`src/rtl/csi2_packet_parser_if.sv`:
```
// Byte-stream input and parsed-packet outputs of the CSI-2 packet parser.
interface csi2_packet_parser_if;
    logic [7:0]  data_in;
    logic        in_valid;
    logic [1:0]  vc;
    logic [5:0]  dt;
    logic [15:0] wc;
    logic        hdr_valid;
    logic [7:0]  data_out;
    logic        out_valid;
    logic        out_last;
    logic        frame_start;
    logic        frame_end;
    logic        ecc_corrected;
    logic        ecc_error;
    logic        crc_error;
    logic        pkt_drop;

    // Lane-merger side: supplies bytes, observes parser results.
    modport master (
        output data_in, in_valid,
        input  vc, dt, wc, hdr_valid, data_out, out_valid, out_last,
               frame_start, frame_end, ecc_corrected, ecc_error, crc_error, pkt_drop
    );

    // Parser side.
    modport slave (
        input  data_in, in_valid,
        output vc, dt, wc, hdr_valid, data_out, out_valid, out_last,
               frame_start, frame_end, ecc_corrected, ecc_error, crc_error, pkt_drop
    );
endinterface

```
`src/rtl/csi2_packet_parser.sv`:
```
// CSI-2 packet parser: header ECC check/correction, VC filtering, payload
// forwarding with one cycle of latency, and payload CRC-16 checking.
module csi2_packet_parser #(
    parameter logic [3:0]  VC_MASK = 4'b1111,
    parameter logic [15:0] MAX_WC  = 16'd4096,
    parameter bit          CRC_EN  = 1'b1
) (
    input logic                 clk,
    input logic                 reset,
    csi2_packet_parser_if.slave bus
);
    typedef enum logic [1:0] {HDR, PAYLOAD, CRC0, CRC1} state_t;

    // Syndrome produced by a single flipped bit of ph, indexed by bit position.
    localparam logic [0:23][5:0] ECC_COL = {
        6'h07, 6'h0B, 6'h0D, 6'h0E, 6'h13, 6'h15, 6'h16, 6'h19,
        6'h1A, 6'h1C, 6'h23, 6'h25, 6'h26, 6'h29, 6'h2A, 6'h2C,
        6'h31, 6'h32, 6'h34, 6'h38, 6'h1F, 6'h2F, 6'h37, 6'h3B
    };

    function automatic logic [5:0] ecc_calc(input logic [23:0] ph);
        logic [5:0] p;
        p = 6'h00;
        for (int i = 0; i < 24; i++)
            if (ph[i]) p = p ^ ECC_COL[i];
        return p;
    endfunction

    // Reflected CRC-16 (0x8408), one byte processed LSB first.
    function automatic logic [15:0] crc_byte(input logic [15:0] c, input logic [7:0] d);
        logic [15:0] r;
        r = c;
        for (int i = 0; i < 8; i++)
            r = (r[0] ^ d[i]) ? ((r >> 1) ^ 16'h8408) : (r >> 1);
        return r;
    endfunction

    state_t      state, state_nxt;
    logic [1:0]  hdr_cnt;
    logic [7:0]  di_byte, wcl_byte, wch_byte;
    logic [15:0] byte_cnt;
    logic [15:0] crc;
    logic [7:0]  crc_lo;
    logic        drop;

    logic [1:0]  cur_vc;
    logic [5:0]  cur_dt;
    logic [15:0] cur_wc;
    logic [7:0]  pay_byte;
    logic        hdr_pulse, pay_valid, pay_last, fs_pulse, fe_pulse;
    logic        corr_pulse, eerr_pulse, crc_pulse, drop_pulse;

    logic [23:0] ph_rx, ph_fix;
    logic [5:0]  syndrome;
    logic        ecc_corr, hdr_good;
    logic [1:0]  hdr_vc;
    logic [5:0]  hdr_dt;
    logic [15:0] hdr_wc;
    logic        hdr_long, hdr_drop;

    // Header decode: syndrome, single-bit correction and packet classification.
    always_comb begin
        ph_rx    = {wch_byte, wcl_byte, di_byte};
        syndrome = bus.data_in[5:0] ^ ecc_calc(ph_rx);
        ph_fix   = ph_rx;
        ecc_corr = 1'b0;
        for (int i = 0; i < 24; i++) begin
            if (syndrome == ECC_COL[i]) begin
                ph_fix[i] = ~ph_rx[i];
                ecc_corr  = 1'b1;
            end
        end
        // A flipped ECC bit leaves the header itself intact.
        for (int j = 0; j < 6; j++)
            if (syndrome == (6'b1 << j)) ecc_corr = 1'b1;
        hdr_good = (syndrome == 6'h00) || ecc_corr;
        hdr_vc   = ph_fix[7:6];
        hdr_dt   = ph_fix[5:0];
        hdr_wc   = ph_fix[23:8];
        hdr_long = (hdr_dt >= 6'h10);
        hdr_drop = !VC_MASK[hdr_vc] || (hdr_wc > MAX_WC);
    end

    // Next-state logic; only valid input bytes move the FSM.
    always_comb begin
        state_nxt = state;
        if (bus.in_valid) begin
            case (state)
                HDR:     if (hdr_cnt == 2'd3 && hdr_good && hdr_long)
                             state_nxt = (hdr_wc == 16'd0) ? CRC0 : PAYLOAD;
                PAYLOAD: if (byte_cnt == 16'd1) state_nxt = CRC0;
                CRC0:    state_nxt = CRC1;
                default: state_nxt = HDR;
            endcase
        end
    end

    // State register.
    always_ff @(posedge clk or negedge reset) begin
        if (!reset) state <= HDR;
        else        state <= state_nxt;
    end

    // Header capture, payload forwarding, CRC accumulation and status pulses.
    always_ff @(posedge clk or negedge reset) begin
        if (!reset) begin
            hdr_cnt    <= 2'd0;
            di_byte    <= 8'h00;
            wcl_byte   <= 8'h00;
            wch_byte   <= 8'h00;
            byte_cnt   <= 16'd0;
            crc        <= 16'hFFFF;
            crc_lo     <= 8'h00;
            drop       <= 1'b0;
            cur_vc     <= 2'd0;
            cur_dt     <= 6'd0;
            cur_wc     <= 16'd0;
            pay_byte   <= 8'h00;
            hdr_pulse  <= 1'b0;
            pay_valid  <= 1'b0;
            pay_last   <= 1'b0;
            fs_pulse   <= 1'b0;
            fe_pulse   <= 1'b0;
            corr_pulse <= 1'b0;
            eerr_pulse <= 1'b0;
            crc_pulse  <= 1'b0;
            drop_pulse <= 1'b0;
        end else begin
            hdr_pulse  <= 1'b0;
            pay_valid  <= 1'b0;
            pay_last   <= 1'b0;
            fs_pulse   <= 1'b0;
            fe_pulse   <= 1'b0;
            corr_pulse <= 1'b0;
            eerr_pulse <= 1'b0;
            crc_pulse  <= 1'b0;
            drop_pulse <= 1'b0;
            if (bus.in_valid) begin
                case (state)
                    HDR: begin
                        case (hdr_cnt)
                            2'd0:    di_byte  <= bus.data_in;
                            2'd1:    wcl_byte <= bus.data_in;
                            2'd2:    wch_byte <= bus.data_in;
                            default: ;
                        endcase
                        hdr_cnt <= hdr_cnt + 2'd1;
                        if (hdr_cnt == 2'd3) begin
                            hdr_cnt <= 2'd0;
                            if (hdr_good) begin
                                cur_vc     <= hdr_vc;
                                cur_dt     <= hdr_dt;
                                cur_wc     <= hdr_wc;
                                hdr_pulse  <= 1'b1;
                                corr_pulse <= ecc_corr;
                                fs_pulse   <= (hdr_dt == 6'h00) && VC_MASK[hdr_vc];
                                fe_pulse   <= (hdr_dt == 6'h01) && VC_MASK[hdr_vc];
                                drop_pulse <= hdr_long && hdr_drop;
                                drop       <= hdr_drop;
                                byte_cnt   <= hdr_wc;
                                crc        <= 16'hFFFF;
                            end else begin
                                eerr_pulse <= 1'b1;
                            end
                        end
                    end
                    PAYLOAD: begin
                        byte_cnt <= byte_cnt - 16'd1;
                        if (!drop) begin
                            pay_byte  <= bus.data_in;
                            pay_valid <= 1'b1;
                            pay_last  <= (byte_cnt == 16'd1);
                            crc       <= crc_byte(crc, bus.data_in);
                        end
                    end
                    CRC0: crc_lo <= bus.data_in;
                    default: crc_pulse <= CRC_EN && !drop && ({bus.data_in, crc_lo} != crc);
                endcase
            end
        end
    end

    assign bus.vc            = cur_vc;
    assign bus.dt            = cur_dt;
    assign bus.wc            = cur_wc;
    assign bus.hdr_valid     = hdr_pulse;
    assign bus.data_out      = pay_byte;
    assign bus.out_valid     = pay_valid;
    assign bus.out_last      = pay_last;
    assign bus.frame_start   = fs_pulse;
    assign bus.frame_end     = fe_pulse;
    assign bus.ecc_corrected = corr_pulse;
    assign bus.ecc_error     = eerr_pulse;
    assign bus.crc_error     = crc_pulse;
    assign bus.pkt_drop      = drop_pulse;
endmodule
```
`src/flat_wrapper.sv`:
```
// flat-port wrapper written by rule: the top's interface ports become plain ports
module csi2_packet_parser_flat 
#(
    parameter logic [3:0]  VC_MASK = 4'b1111,
    parameter logic [15:0] MAX_WC  = 16'd4096,
    parameter bit          CRC_EN  = 1'b1
)
  (clk, reset, bus_data_in, bus_in_valid, bus_vc, bus_dt, bus_wc, bus_hdr_valid, bus_data_out, bus_out_valid, bus_out_last, bus_frame_start, bus_frame_end, bus_ecc_corrected, bus_ecc_error, bus_crc_error, bus_pkt_drop);
  csi2_packet_parser_if bus_i ();
  input logic clk;
  input logic reset;
  input wire logic [$bits(bus_i.data_in)-1:0] bus_data_in;
  input wire logic [$bits(bus_i.in_valid)-1:0] bus_in_valid;
  output wire logic [$bits(bus_i.vc)-1:0] bus_vc;
  output wire logic [$bits(bus_i.dt)-1:0] bus_dt;
  output wire logic [$bits(bus_i.wc)-1:0] bus_wc;
  output wire logic [$bits(bus_i.hdr_valid)-1:0] bus_hdr_valid;
  output wire logic [$bits(bus_i.data_out)-1:0] bus_data_out;
  output wire logic [$bits(bus_i.out_valid)-1:0] bus_out_valid;
  output wire logic [$bits(bus_i.out_last)-1:0] bus_out_last;
  output wire logic [$bits(bus_i.frame_start)-1:0] bus_frame_start;
  output wire logic [$bits(bus_i.frame_end)-1:0] bus_frame_end;
  output wire logic [$bits(bus_i.ecc_corrected)-1:0] bus_ecc_corrected;
  output wire logic [$bits(bus_i.ecc_error)-1:0] bus_ecc_error;
  output wire logic [$bits(bus_i.crc_error)-1:0] bus_crc_error;
  output wire logic [$bits(bus_i.pkt_drop)-1:0] bus_pkt_drop;
  assign bus_i.data_in = bus_data_in;
  assign bus_i.in_valid = bus_in_valid;
  assign bus_vc = bus_i.vc;
  assign bus_dt = bus_i.dt;
  assign bus_wc = bus_i.wc;
  assign bus_hdr_valid = bus_i.hdr_valid;
  assign bus_data_out = bus_i.data_out;
  assign bus_out_valid = bus_i.out_valid;
  assign bus_out_last = bus_i.out_last;
  assign bus_frame_start = bus_i.frame_start;
  assign bus_frame_end = bus_i.frame_end;
  assign bus_ecc_corrected = bus_i.ecc_corrected;
  assign bus_ecc_error = bus_i.ecc_error;
  assign bus_crc_error = bus_i.crc_error;
  assign bus_pkt_drop = bus_i.pkt_drop;
  csi2_packet_parser #(.VC_MASK(VC_MASK), .MAX_WC(MAX_WC), .CRC_EN(CRC_EN)) u_core (.clk(clk), .reset(reset), .bus(bus_i));
endmodule
```
`config.mk`:
```
export PLATFORM = sky130hd
export DESIGN_NAME = csi2_packet_parser_flat
export DESIGN_NICKNAME = d
export VERILOG_FILES = /design/src/rtl/csi2_packet_parser_if.sv /design/src/rtl/csi2_packet_parser.sv /design/src/flat_wrapper.sv
export SDC_FILE = /design/constraint.sdc
export NUM_CORES = 1
export LEC_CHECK = 0
export BUFFER_PORTS_ARGS = -buffer_cell sky130_fd_sc_hd__buf_2
export CAP_MARGIN = 20
export CORE_UTILIZATION = 55
export CTS_CLUSTER_SIZE = 20
export DETAILED_ROUTE_END_ITERATION = 8
export PLACE_DENSITY = 0.75
export SETUP_SLACK_MARGIN = 0.15
export SLEW_MARGIN = 40
export SYNTH_ARGS = -nofsm -noshare
export SYNTH_HDL_FRONTEND = slang
export SYNTH_SLANG_ARGS = --single-unit
```
`constraint.sdc`:
```
create_clock -name clk -period 3.7 [get_ports clk]
set_clock_uncertainty 0.2 [all_clocks]
set_input_delay 0.74 -clock clk [delete_from_list [all_inputs] [get_ports clk]]
set_output_delay 0.74 -clock clk [all_outputs]
set_load 0.05 [all_outputs]
```
# After elaboration in Yosys (flattened, before gate mapping)

Index checks and enable logic that the tools add are counted.

Register bits after elaboration: 110
Bits of input ports: 11
Output and inout port bits: 41
Logic and storage cells: 294

Add/sub/neg operators: 2
$lt $le $gt $ge: 3
Equality and inequality tests: 43
Muxes and demuxes: 132
Bitwise logic cells: 65
Reductions and logical operators: 27

Operator list:

| operator                                                                          | count |
|---|---|
| 16-bit 2-to-1 mux                                                                 | 13 |
| 1-bit 2-to-1 mux                                                                  | 87 |
| 6-bit == test, second input constant                                              | 14 |
| 6-bit 2-to-1 mux                                                                  | 13 |
| 16-bit case mux with 2 select lines                                               | 2 |
| 6-bit by 5-bit == test with 1-bit output, second input constant                   | 8 |
| 3-bit inverter                                                                    | 16 |
| 5-bit 2-to-1 mux                                                                  | 7 |
| 2-bit inverter with 3-bit output                                                  | 11 |
| 1-bit inverter                                                                    | 25 |
| 6-bit by 4-bit == test with 1-bit output, second input constant                   | 4 |
| 5-bit inverter                                                                    | 4 |
| 16-bit by 1-bit == test with 1-bit output, second input constant                  | 1 |
| 16-bit by 13-bit greater-than comparator with 1-bit output, second input constant | 1 |
| 16-bit logical NOT                                                                | 1 |
| 16-bit != test                                                                    | 1 |
| 16-bit by 1-bit subtractor with 16-bit output, second input constant              | 1 |
| 3-bit AND reduction                                                               | 5 |
| 6-bit by 1-bit == test with 1-bit output, second input constant                   | 2 |
| 6-bit by 3-bit == test with 1-bit output, second input constant                   | 2 |
| 6-bit logical NOT                                                                 | 2 |
| 4-bit 2-to-1 mux                                                                  | 3 |
| 2-bit 2-to-1 mux                                                                  | 4 |
| 2-bit by 1-bit != test with 1-bit output, second input constant                   | 4 |
| other kinds (21)                                                                  | 41 |

# Logic depth before layout (Yosys ltp)

Gate-level depths: netlist (run 1).

Depth in word-level cells: 84
Depth in mapped cells: 14
Mapped depth without buffers: 10

# Least setup slack after synthesis (run 1)

No wires, ideal clock.

Kind: in2reg
From: input bus_data_in[5]
To: register u_core.cur_wc[14], in the netlist u_core.bus.wc[14]
Library setup time: 0.127 ns
Data arrival time: 3.591 ns
Required time: 3.373 ns
Slack: -0.219 ns
Cell stages on the path: 12
Path buffers: 3
Cells stage by stage: clkbuf_1 xnor3_1 xnor3_1 xnor2_1 nor3_1 nor2_1 o22ai_1 a2111o_2 nor2_4 buf_6 buf_6 mux2_1

Cells in the longest elaborated chain, start to end: 34
Elaborated cells between the ends (all ways): 65
Classes of those cells: 30 x eq/ne; 31 x mux; 1 x bitwise; 3 x reduce/logical

Ends and longest elaborated chain:

| item                                     | RTL line                  | source |
|---|---|---|
| start: declaration                       | flat_wrapper.sv:12        | `input wire logic [$bits(bus_i.data_in)-1:0] bus_data_in;` |
| 6-bit bitwise XOR *                      | csi2_packet_parser.sv:64  | `syndrome = bus.data_in[5:0] ^ ecc_calc(ph_rx);` |
| 6-bit by 3-bit == test with 1-bit output | csi2_packet_parser.sv:68  | `if (syndrome == ECC_COL[i]) begin` |
| 1-bit 2-to-1 mux (24 in series)          | csi2_packet_parser.sv:68  |  |
| 1-bit 2-to-1 mux (6 in series)           | csi2_packet_parser.sv:75  | `if (syndrome == (6'b1 << j)) ecc_corr = 1'b1;` |
| 1-bit logical OR                         | csi2_packet_parser.sv:76  | `hdr_good = (syndrome == 6'h00) \|\| ecc_corr;` |
| 4-bit AND reduction (no line)            | -                         |  |
| end signal: assignment                   | csi2_packet_parser.sv:153 | `cur_wc <= hdr_wc;` |
| end: declaration                         | csi2_packet_parser.sv:48  | `logic [15:0] cur_wc;` |

Every way passes the cells marked *; elsewhere a longest branch is shown, timed or not.
A chain may end at the register's enable or synchronous reset.

# Worst setup path after layout (run 1)

From: register u_core.wch_byte[6]
To: register u_core.byte_cnt[3]

Cells in the longest elaborated chain, start to end: 38
Elaborated cells between the ends (all ways): 72
Classes of those cells: 31 x eq/ne; 36 x mux; 2 x bitwise; 3 x reduce/logical

Ends and longest elaborated chain:

| item                                               | RTL line                  | source |
|---|---|---|
| start: declaration                                 | csi2_packet_parser.sv:40  | `logic [7:0] di_byte, wcl_byte, wch_byte;` |
| start signal: assignment                           | csi2_packet_parser.sv:144 | `2'd2: wch_byte <= bus.data_in;` |
| 6-bit 2-to-1 mux *                                 | csi2_packet_parser.sv:25  | `if (ph[i]) p = p ^ ECC_COL[i];` |
| 5-bit inverter (no line)                           | -                         |  |
| 6-bit 2-to-1 mux *                                 | csi2_packet_parser.sv:25  |  |
| 6-bit bitwise XOR *                                | csi2_packet_parser.sv:64  |  |
| 6-bit by 3-bit == test with 1-bit output           | csi2_packet_parser.sv:68  |  |
| 1-bit 2-to-1 mux (24 in series)                    | csi2_packet_parser.sv:68  |  |
| 1-bit 2-to-1 mux (6 in series)                     | csi2_packet_parser.sv:75  |  |
| 1-bit logical OR                                   | csi2_packet_parser.sv:76  |  |
| 2-bit by 1-bit != test with 1-bit output (no line) | -                         |  |
| 4-bit AND reduction (no line)                      | -                         |  |
| end signal: assignment                             | csi2_packet_parser.sv:160 | `byte_cnt <= hdr_wc;` |
| end signal: assignment                             | csi2_packet_parser.sv:168 | `byte_cnt <= byte_cnt - 16'd1;` |
| end: declaration                                   | csi2_packet_parser.sv:41  | `logic [15:0] byte_cnt;` |

Every way passes the cells marked *; elsewhere a longest branch is shown, timed or not. The select of a mux whose other input is x is not followed.

==> results by group, run 1 <==
Status
  – Status: finished with violations
  – Failing checks: setup timing

Placement
  – Detailed placer's ending HPWL: 15.49 mm
  – Port Buffers: 51
  – Placement Setup Slack: -219.8 ps
  – Placer Congestion: 0.9700
  – Placed cell area: 8554 µm²

Logic synthesis
  – EDFF count, synth: 0
  – Seq/Total Area, Yosys: 0.3871
  – Post-synth top cells: dfrtp_1 (94), xnor2_1 (75), mux2_2 (57)
  – Yosys top cell by area: dfrtp_1
  – Main synth FF type: dfrtp_1
  – Synth top area cells: dfrtp_1 (33%), xnor2_1 (9.2%), mux2_2 (9.0%), dfstp_2 (5.9%), xnor3_1 (4.1%)
  – Syn_area_per_cell: 10.26 µm²
  – Synth unique cells: 75
  – Mapped Cells: 698
  – Synth Register Bits: 110
  – Cell Area, Synth: 7162 µm²
  – Synth top area share: 0.3284
  – Post-synth ARST share: 1.000
  – Yosys warns: 0
  – Post-synth net total: 719
  – Top-count cell post-synth: dfrtp_1

Critical path
  – Cell family with most CP delay: buffers and inverters
  – WP data arrival: 3850 ps
  – Crit. End Element: flop
  – CP bufs+invs: 7
  – Critical-path cell list: xnor2_2 -> buf_4 -> xnor3_2 -> xnor2_4 -> buf_12 -> nor3_4 -> nor3_2 -> o41ai_4 -> buf_4 -> o2bb2ai_4 -> buf_6 -> nor2_4 -> buf_6 -> buf_12 -> buf_8 -> mux2i_2 -> o211ai_1
  – Crit-path max cell delay: 520 ps
  – Slowest CP cell: xnor3_2
  – R2r endpoint: u_core.byte_cnt[3]
  – Worst reg-to-reg setup slack: -80 ps
  – Worst r2r path cells: 17
  – Required time of the critical path: 3770 ps
  – Worst setup SP type: flop
  – Worst-path fanout max: 5
  – Critical setup path kind: reg -> reg
  – Launching point of the worst reg2reg path: u_core.wch_byte[6]

Clock network
  – Sink Count: 110
  – Clock-pin transition on the worst setup and hold timing paths: 70 ps
  – CTS tree: built
  – Post-CTS Hold Buffers: 0
  – Total CTS buffers: 9
  – H-tree depth: 3
  – Clock root cell: clkbuf_16
  – Max Buffers Root-to-Sink: 2
  – Worst-skew pair later-pin latency: 360 ps

GRT
  – Global route overflow: 0
  – Global-route wire length before repair: 33.79 mm
  – Initial antenna violation count: 0
  – Largest net degree at the start of global routing: 52
  – Vias in the first global route: 6,262
  – Total GRT Usage: 0.3373

Route
  – Final ANT Viol Nets: 0
  – Vias per cell: 6.247
  – Detailed Routing Iterations Pass 1: 6
  – DRC viols: 0
  – DR vias: 6,622
  – Routed WL: 23.85 mm
  – DR WL/cell: 22.50 µm
  – Initial DRC count: 595

Layout
  – Fillers: 743
  – Final instance area: 10,190 µm²
  – Layout area overhead: 42.30%
  – Layout net count: 904
  – Diodes inserted: 0
  – Share of post-route cells with drive strength above 1: 0.5011

Die
  – Full die area: 13,480 µm²
  – Initial Utilization: 0.5652
  – Standard-cell row count: 41
  – Top Ports: 52
  – DIE WIDTH: 116.1 µm
  – Die height: 116.1 µm
  – Core box area: 12,670 µm²

Timing
  – Max Clk Rate: 264.6 MHz
  – Final worst-path cycle share: 1.021
  – Max_slew headroom: 0.4353
  – Hold Vio Cnt, Final: 0
  – Min Tclk post-route: 3779 ps
  – RSZ-0062 raised after global routing: yes
  – Final setup fails: 30
  – Hold WS: 232.3 ps
  – Worst-margin pin slew: 847.1 ps
  – Max-slew violation count: 0
  – Setup TNS: -1157 ps
  – Setup slack after layout: -79.18 ps

Worst hold path
  – Hold WC Path Type: in -> async

Job
  – Max Cap Viol: 0
==> cells by family (layout without fill, tap and decap cells) <==
group / Yosys count / count (layout) / synth area share
muxes: 61 / 61 / 0.09556
DFF: 110 / 110 / 0.3871
and+or+nand+nor: 196 / 196 / 0.1385
xor gates and xnor gates: 118 / 118 / 0.1808
buffers and inverters: 63 / 253 / 0.04036
AOI/OAI and AO/OA: 140 / 140 / 0.1401
adders and majority gates: 10 / 10 / 0.01747
==> per-layer routing <==
layer	vias to the layer above	GRT usage	part of all wire
li1	2889	-	-
met1	3283	0.4480	0.41
met2	380	0.5627	0.49
met3	70	0.05293	0.065
met4	0	0.1179	0.032
met5	-	0	0
==> cells in the final DEF (no fill, tap or decap), drive strengths merged, types with 23 or more instances in the layout <==
| cell | n |
|---|---|
| xor2 | 23 |
| nand3 | 28 |
| mux2 | 59 |
| dfrtp | 94 |
| nor2 | 44 |
| nand2 | 48 |
| o21ai | 27 |
| buf | 213 |
| xnor2 | 79 |
| a21oi | 33 |
==> worst max-delay path by stage <==
stage | startpoint | end | cells after the start | slack (ps)
finish | u_core.wch_byte[6] | u_core.byte_cnt[3] | 17 | -80
global route | u_core.wch_byte[6] | u_core.byte_cnt[3] | 17 | -210
CTS | u_core.wcl_byte[0] | u_core.state[0] | 11 | 5
detailed placement | bus_data_in[0] | u_core.state[0] | 10 | -220
global placement | bus_data_in[0] | u_core.state[0] | 10 | -200
floorplan | bus_data_in[5] | u_core.bus.dt[1] | 12 | 100
==> flip-flops by register name, summed over array words and instances (netlist names), 6 cells and up <==
| signal | cells |
|---|---|
| u_core.byte_cnt | 16 |
| u_core.bus.data_out | 8 |
| u_core.crc | 16 |
| u_core.bus.wc | 16 |
| u_core.di_byte | 8 |
| u_core.crc_lo | 8 |
| u_core.bus.dt | 6 |
| u_core.wch_byte | 8 |
| u_core.wcl_byte | 8 |
==> timing repair <==
| action | CTS | global route |
|---|---|---|
| buffers inserted | 30 | 10 |
| gates cloned | 4 | 3 |
| endpoints found under the setup margin | 62 | 63 |
| pin swaps | 20 | 15 |
| gates resized for setup | 62 | 108 |
==> layout make-up <==
class | count | area (µm²) | area share
well taps | 172 | 215.2 | 0.02112
repair buffers | 216 | 1847 | 0.1812
clock inverters | 7 | 50.05 | 0.004911
multi-input cells | 525 | 4994 | 0.4900
clock buffers | 9 | 225.2 | 0.02210
flip-flops and latches | 110 | 2781 | 0.2729
inverters | 21 | 78.83 | 0.007735
==> through the flow <==
stage,std cells,util
floorplan,698,-
global placement,997,0.6745
detailed placement,997,0.6751
CTS,1047,0.7504
global route,1060,0.8043
finish,1060,0.8043
Power of run 1 is not shown: default switching activity piles up to over one toggle a cycle in this logic, so the estimate is an artifact.
==> inputs of run 2 (changes only) <==
Settings changed: SETUP_SLACK_MARGIN 0.15 to not set.
==> run 2 against run 1 <==
  * Hold slack worse by 110 ps
  * Core utilization shrank 0.81 points
  * Die area unchanged
  * The run still ends with setup timing left
  * Register-to-register slack barely moved
  * Critical endpoint is now u_core.state[1]
  * Routed wire length rose by 0.89%
  * Clock-buffer cell count is the same
==> results by group, run 2 (synthesis gave the netlist of run 1 again) <==
Layout
  – Share of post-route cells with drive strength above 1: 0.4766
  – Layout area overhead: 40.86%
  – Most frequent cells in the layout: buf_4 (135), dfrtp_1 (89), xnor2_1 (60), buf_2 (51), mux2_2 (48)
  – Most common cell after layout, fill and taps aside: buf_4
  – Final instance area: 10,090 µm²
  – Diodes inserted: 0
  – Register Area: 2779 µm²
  – Layout net count: 912
  – Area occupied by multi-input gates: 4964 µm²
  – Fillers: 754

Placement
  – Port Buffers: 51
  – Placer Congestion: 0.9681
  – Detailed placer's ending HPWL: 15.55 mm
  – Placed cell area: 8431 µm²

Critical path
  – Launching point of the worst reg2reg path: u_core.wch_byte[6]
  – Critical Path Sink: u_core.state[1]
  – WP data arrival: 3840 ps
  – Crit. End Element: flop
  – R2r endpoint: u_core.state[1]
  – Worst-path fanout max: 5
  – Worst reg-to-reg setup slack: -90 ps
  – CP startpoint: u_core.wch_byte[6]
  – Required time of the critical path: 3750 ps
  – Worst setup SP type: flop
  – Critical setup path kind: reg -> reg
  – Worst r2r path cells: 15

Die
  – DIE WIDTH: 116.1 µm
  – Initial Utilization: 0.5652
  – Top Ports: 52
  – Standard-cell row count: 41
  – Die height: 116.1 µm
  – Full die area: 13,480 µm²
  – Core box area: 12,670 µm²

Timing
  – Max-slew violation count: 0
  – Max Clk Rate: 263.9 MHz
  – Final setup fails: 41
  – Min Tclk post-route: 3790 ps
  – Max_slew headroom: 0.4834
  – RSZ-0062 raised after global routing: yes
  – Final worst-path cycle share: 1.024
  – Setup slack after layout: -89.83 ps
  – Hold Vio Cnt, Final: 0
  – Worst-margin pin slew: 774.9 ps

Route
  – Initial DRC count: 732
  – DRC viols: 0
  – Vias per cell: 6.180
  – Routed WL: 24.07 mm
  – DR vias: 6,600
  – DR WL/cell: 22.53 µm
  – Detailed Routing Iterations Pass 1: 6
  – Final ANT Viol Nets: 0

GRT
  – Largest net degree at the start of global routing: 57
  – GR Util met2: 0.5353
  – Vias in the first global route: 5,982
  – Global route overflow: 0
  – Global-route wire length before repair: 32.43 mm
  – Met3 GRT Util: 0.05241
  – Total GRT Usage: 0.3238
  – Met1 Resource Use GR: 0.4411
  – GRT Max-Usage Layer: met2
  – Initial antenna violation count: 0

Clock network
  – Post-CTS Hold Buffers: 0
  – Max Buffers Root-to-Sink: 2
  – H-tree depth: 3
  – Clock root cell: clkbuf_16
  – Sink Count: 110
  – CTS tree: built
  – Clock-pin transition on the worst setup and hold timing paths: 80 ps
  – Worst-skew pair later-pin latency: 370 ps
  – Total CTS buffers: 9

Worst hold path
  – Hold WC Path Type: in -> async

Status
  – Status: finished with violations
  – Failing checks: setup timing

Job
  – Max Cap Viol: 0
==> run 2: critical path: stages (launching register included) <==
cell       delay [ps]
dfrtp_1           420
buf_6             150
xnor2_4           130
xnor3_2           520
buf_6             160
xnor2_4           320
nor3_4            110
nor3_2            280
o41ai_4           130
buf_4             160
buf_4             140
o2bb2ai_2         150
buf_4             170
o41ai_4           300
a21oi_1           130
a41o_1            210
==> run 2: area by class of cell <==
cell class	count	area share
inverters	21	0.007813
clock buffers	9	0.02232
multi-input cells	528	0.4920
well taps	172	0.02133
repair buffers	221	0.1746
flip-flops and latches	110	0.2755
clock inverters	7	0.006449
==> run 2: metrics by stage <==
stage | TNS, ps | util | cells | hold slack [ps] | setup WS (ps)
3_3_place_gp | -3788 | 0.6654 | 996 | 262.7 | -201.8
2_1_floorplan | 0 | - | 698 | 244.4 | 10.74
4_1_cts | -21.04 | 0.6974 | 1017 | 243.5 | -15.64
3_5_place_dp | -6753 | 0.6654 | 996 | 288.0 | -249.9
6_report | -1406 | 0.7962 | 1068 | 118.8 | -89.83
5_1_grt | -5967 | 0.7962 | 1068 | 161.1 | -202.8
==> run 2: repair_timing <==
action	in CTS	in global routing
pin swaps	10	42
gates cloned	0	11
gates resized for setup	15	146
setup endpoints to repair	48	59
setup buffers	5	40
==> run 2: metal layers <==
layer,wire (µm),part of all wire,vias up
met4,917,0.038,0
met2,11910,0.49,341
li1,-,-,2890
met5,0,0,-
met3,1714,0.071,68
met1,9525,0.40,3301
==> run 2: worst min path at each step <==
| stage | start | to | slack, ps | depth (start not counted) |
|---|---|---|---|---|
| floorplan | reset | u_core.bus.crc_error | 240 | 0 |
| global placement | u_core.bus.wc[14] | u_core.bus.wc[14] | 260 | 1 |
| detailed placement | u_core.bus.data_out[3] | u_core.bus.data_out[3] | 290 | 1 |
| CTS | reset | u_core.bus.frame_end | 240 | 1 |
| global route | reset | u_core.bus.frame_end | 160 | 1 |
| finish | reset | u_core.bus.dt[2] | 120 | 1 |
Power of run 2 is left out for the same reason.
==> inputs of run 3 (changes only) <==
Settings changed: BUFFER_PORTS_ARGS -buffer_cell sky130_fd_sc_hd__buf_2 to -buffer_cell sky130_fd_sc_hd__clkbuf_2.
==> run 3 against run 2 <==
  * The run still ends with setup timing left
  * Routed wire length down 4.5%
  * Core utilization down 3.0 points
  * Hold slack better by 120 ps
  * Register-to-register slack worse by 50 ps
  * Clock-buffer cell count unchanged
  * Via count down 3.0%
  * Non-clock buffer count down 10
  * First-iteration DRC count down 18%
  * Cell area down 3.8%
  * Cell count down 1.2%
  * Sequential share of layout area up 1.1 points
  * Sequential cell count unchanged
  * Critical path type unchanged
  * Largest cell class unchanged
==> results by group, run 3 (synthesis gave the netlist of run 1 again) <==
Status
  – Status: finished with violations
  – Failing checks: setup timing

Placement
  – Placer Congestion: 0.9429
  – Detailed placer's ending HPWL: 15.65 mm
  – Port Buffers: 51

Die
  – Top Ports: 52
  – Initial Utilization: 0.5652
  – Core box area: 12,670 µm²
  – DIE WIDTH: 116.1 µm
  – Standard-cell row count: 41
  – Die height: 116.1 µm
  – Full die area: 13,480 µm²

Layout
  – Diodes inserted: 0
  – Layout net count: 899
  – Most common cell after layout, fill and taps aside: buf_4
  – Share of post-route cells with drive strength above 1: 0.4473
  – Layout area overhead: 35.53%
  – Most frequent cells in the layout: buf_4 (138), dfrtp_1 (89), xnor2_1 (62), clkbuf_2 (50), nand2_1 (45)
  – Fillers: 868

Critical path
  – CP bufs+invs: 5
  – Worst-path fanout max: 8
  – Crit-path max cell delay: 490 ps
  – Slowest CP cell: dfrtp_2
  – Crit. End Element: flop
  – WP data arrival: 3920 ps
  – Cell family with most CP delay: XOR/XNOR gates
  – Required time of the critical path: 3790 ps
  – Worst setup SP type: flop
  – Critical setup path kind: reg -> reg
  – Critical-path cell list: xnor2_4 -> xnor3_1 -> xnor3_1 -> buf_6 -> xnor2_4 -> o22ai_2 -> buf_4 -> a2111o_2 -> buf_12 -> o21ai_4 -> buf_12 -> clkbuf_16 -> o21ai_2 -> a31oi_1

Timing
  – Hold Vio Cnt, Final: 0
  – RSZ-0062 raised after global routing: yes
  – Setup TNS: -2377 ps
  – Min Tclk post-route: 3837 ps
  – Final worst-path cycle share: 1.037
  – Max_slew headroom: 0.5089
  – Final setup fails: 41
  – Max-slew violation count: 0
  – Setup slack after layout: -137.1 ps
  – Max Clk Rate: 260.6 MHz
  – Worst-margin pin slew: 736.7 ps

Clock network
  – Sink Count: 110
  – Clock root cell: clkbuf_16
  – Post-CTS Hold Buffers: 0
  – Max Buffers Root-to-Sink: 2
  – Worst-skew pair later-pin latency: 370 ps
  – Total CTS buffers: 9
  – CTS tree: built
  – Clock-pin transition on the worst setup and hold timing paths: 90 ps
  – H-tree depth: 3

Job
  – Max Cap Viol: 0

Route
  – Final ANT Viol Nets: 0
  – DR WL/cell: 21.78 µm
  – DR vias: 6,405
  – Initial DRC count: 599
  – Detailed Routing Iterations Pass 1: 5
  – Vias per cell: 6.071
  – Routed WL: 22.98 mm
  – DRC viols: 0

GRT
  – Global route overflow: 0
  – Total GRT Usage: 0.3210
  – Largest net degree at the start of global routing: 57
  – Vias in the first global route: 5,906
  – Initial antenna violation count: 0
  – Global-route wire length before repair: 31.97 mm

Worst hold path
  – Hold WC Path Type: in -> async
run 3: changes by cell type in the layout (fill, tap and decap cells not counted), moves of 4 or more:
cell      previous run  this run
buf_2               51         1
mux2_2              48        41
buf_6               26        10
mux2_4              11        18
a31oi_1              7        13
clkbuf_2             0        50
a21oi_2              3         7
a21oi_4              8         2
run 3: layer usage:
layer	global-route usage	wire length [µm]	vias up
met4	0.1239	780	0
met5	0	0	-
met2	0.5183	11040	317
met1	0.4358	9562	3171
li1	-	-	2861
met3	0.05034	1593	56
run 3: final timing paths:
kind / slack, ps / start / to / cells after the start
setup / recovery: -140 / u_core.wch_byte[7] / u_core.crc[13] / 14
hold / removal: 230 / reset / u_core.bus.wc[15] / 1
setup reg to reg: -140 / u_core.wch_byte[7] / u_core.crc[13] / 14
hold reg to reg: 310 / u_core.bus.wc[9] / u_core.bus.wc[9] / 1
max in group asynchronous: 2270 / reset / u_core.crc[14] / 2
min in group clk: 310 / u_core.bus.wc[9] / u_core.bus.wc[9] / 1
run 3: layout make-up:
class	instances	area [µm²]	share of cell area
Multi-Input combinational cell	525	4671	0.4812
Clock buffer	9	225.2	0.02320
Sequential cell	110	2779	0.2863
Inverter	21	78.83	0.008121
Clock inverter	7	73.82	0.007605
Tap cell	172	215.2	0.02217
Timing Repair Buffer	211	1664	0.1714
run 3: repair_timing:
item                       in CTS  in global routing
cloned                          0                  9
setup buffers                   7                 21
setup endpoints to repair      56                 56
pin swaps                      16                 14
gates resized for setup        28                 83
run 3: through the flow:
stage / area, µm² / hold WS [ps] / worst slack (ps) / std cells / utilization
2_1_floorplan: 7256 / 244.4 / 10.74 / 698 / -
3_3_place_gp: 8476 / 267.9 / -220.6 / 1002 / 0.6689
3_5_place_dp: 8476 / 286.1 / -299.4 / 1002 / 0.6689
4_1_cts: 8976 / 259.3 / -24.23 / 1025 / 0.7084
5_1_grt: 9707 / 304.7 / -224.6 / 1055 / 0.7661
6_report: 9707 / 234.5 / -137.1 / 1055 / 0.7661
Power of run 3 is left out for the same reason.
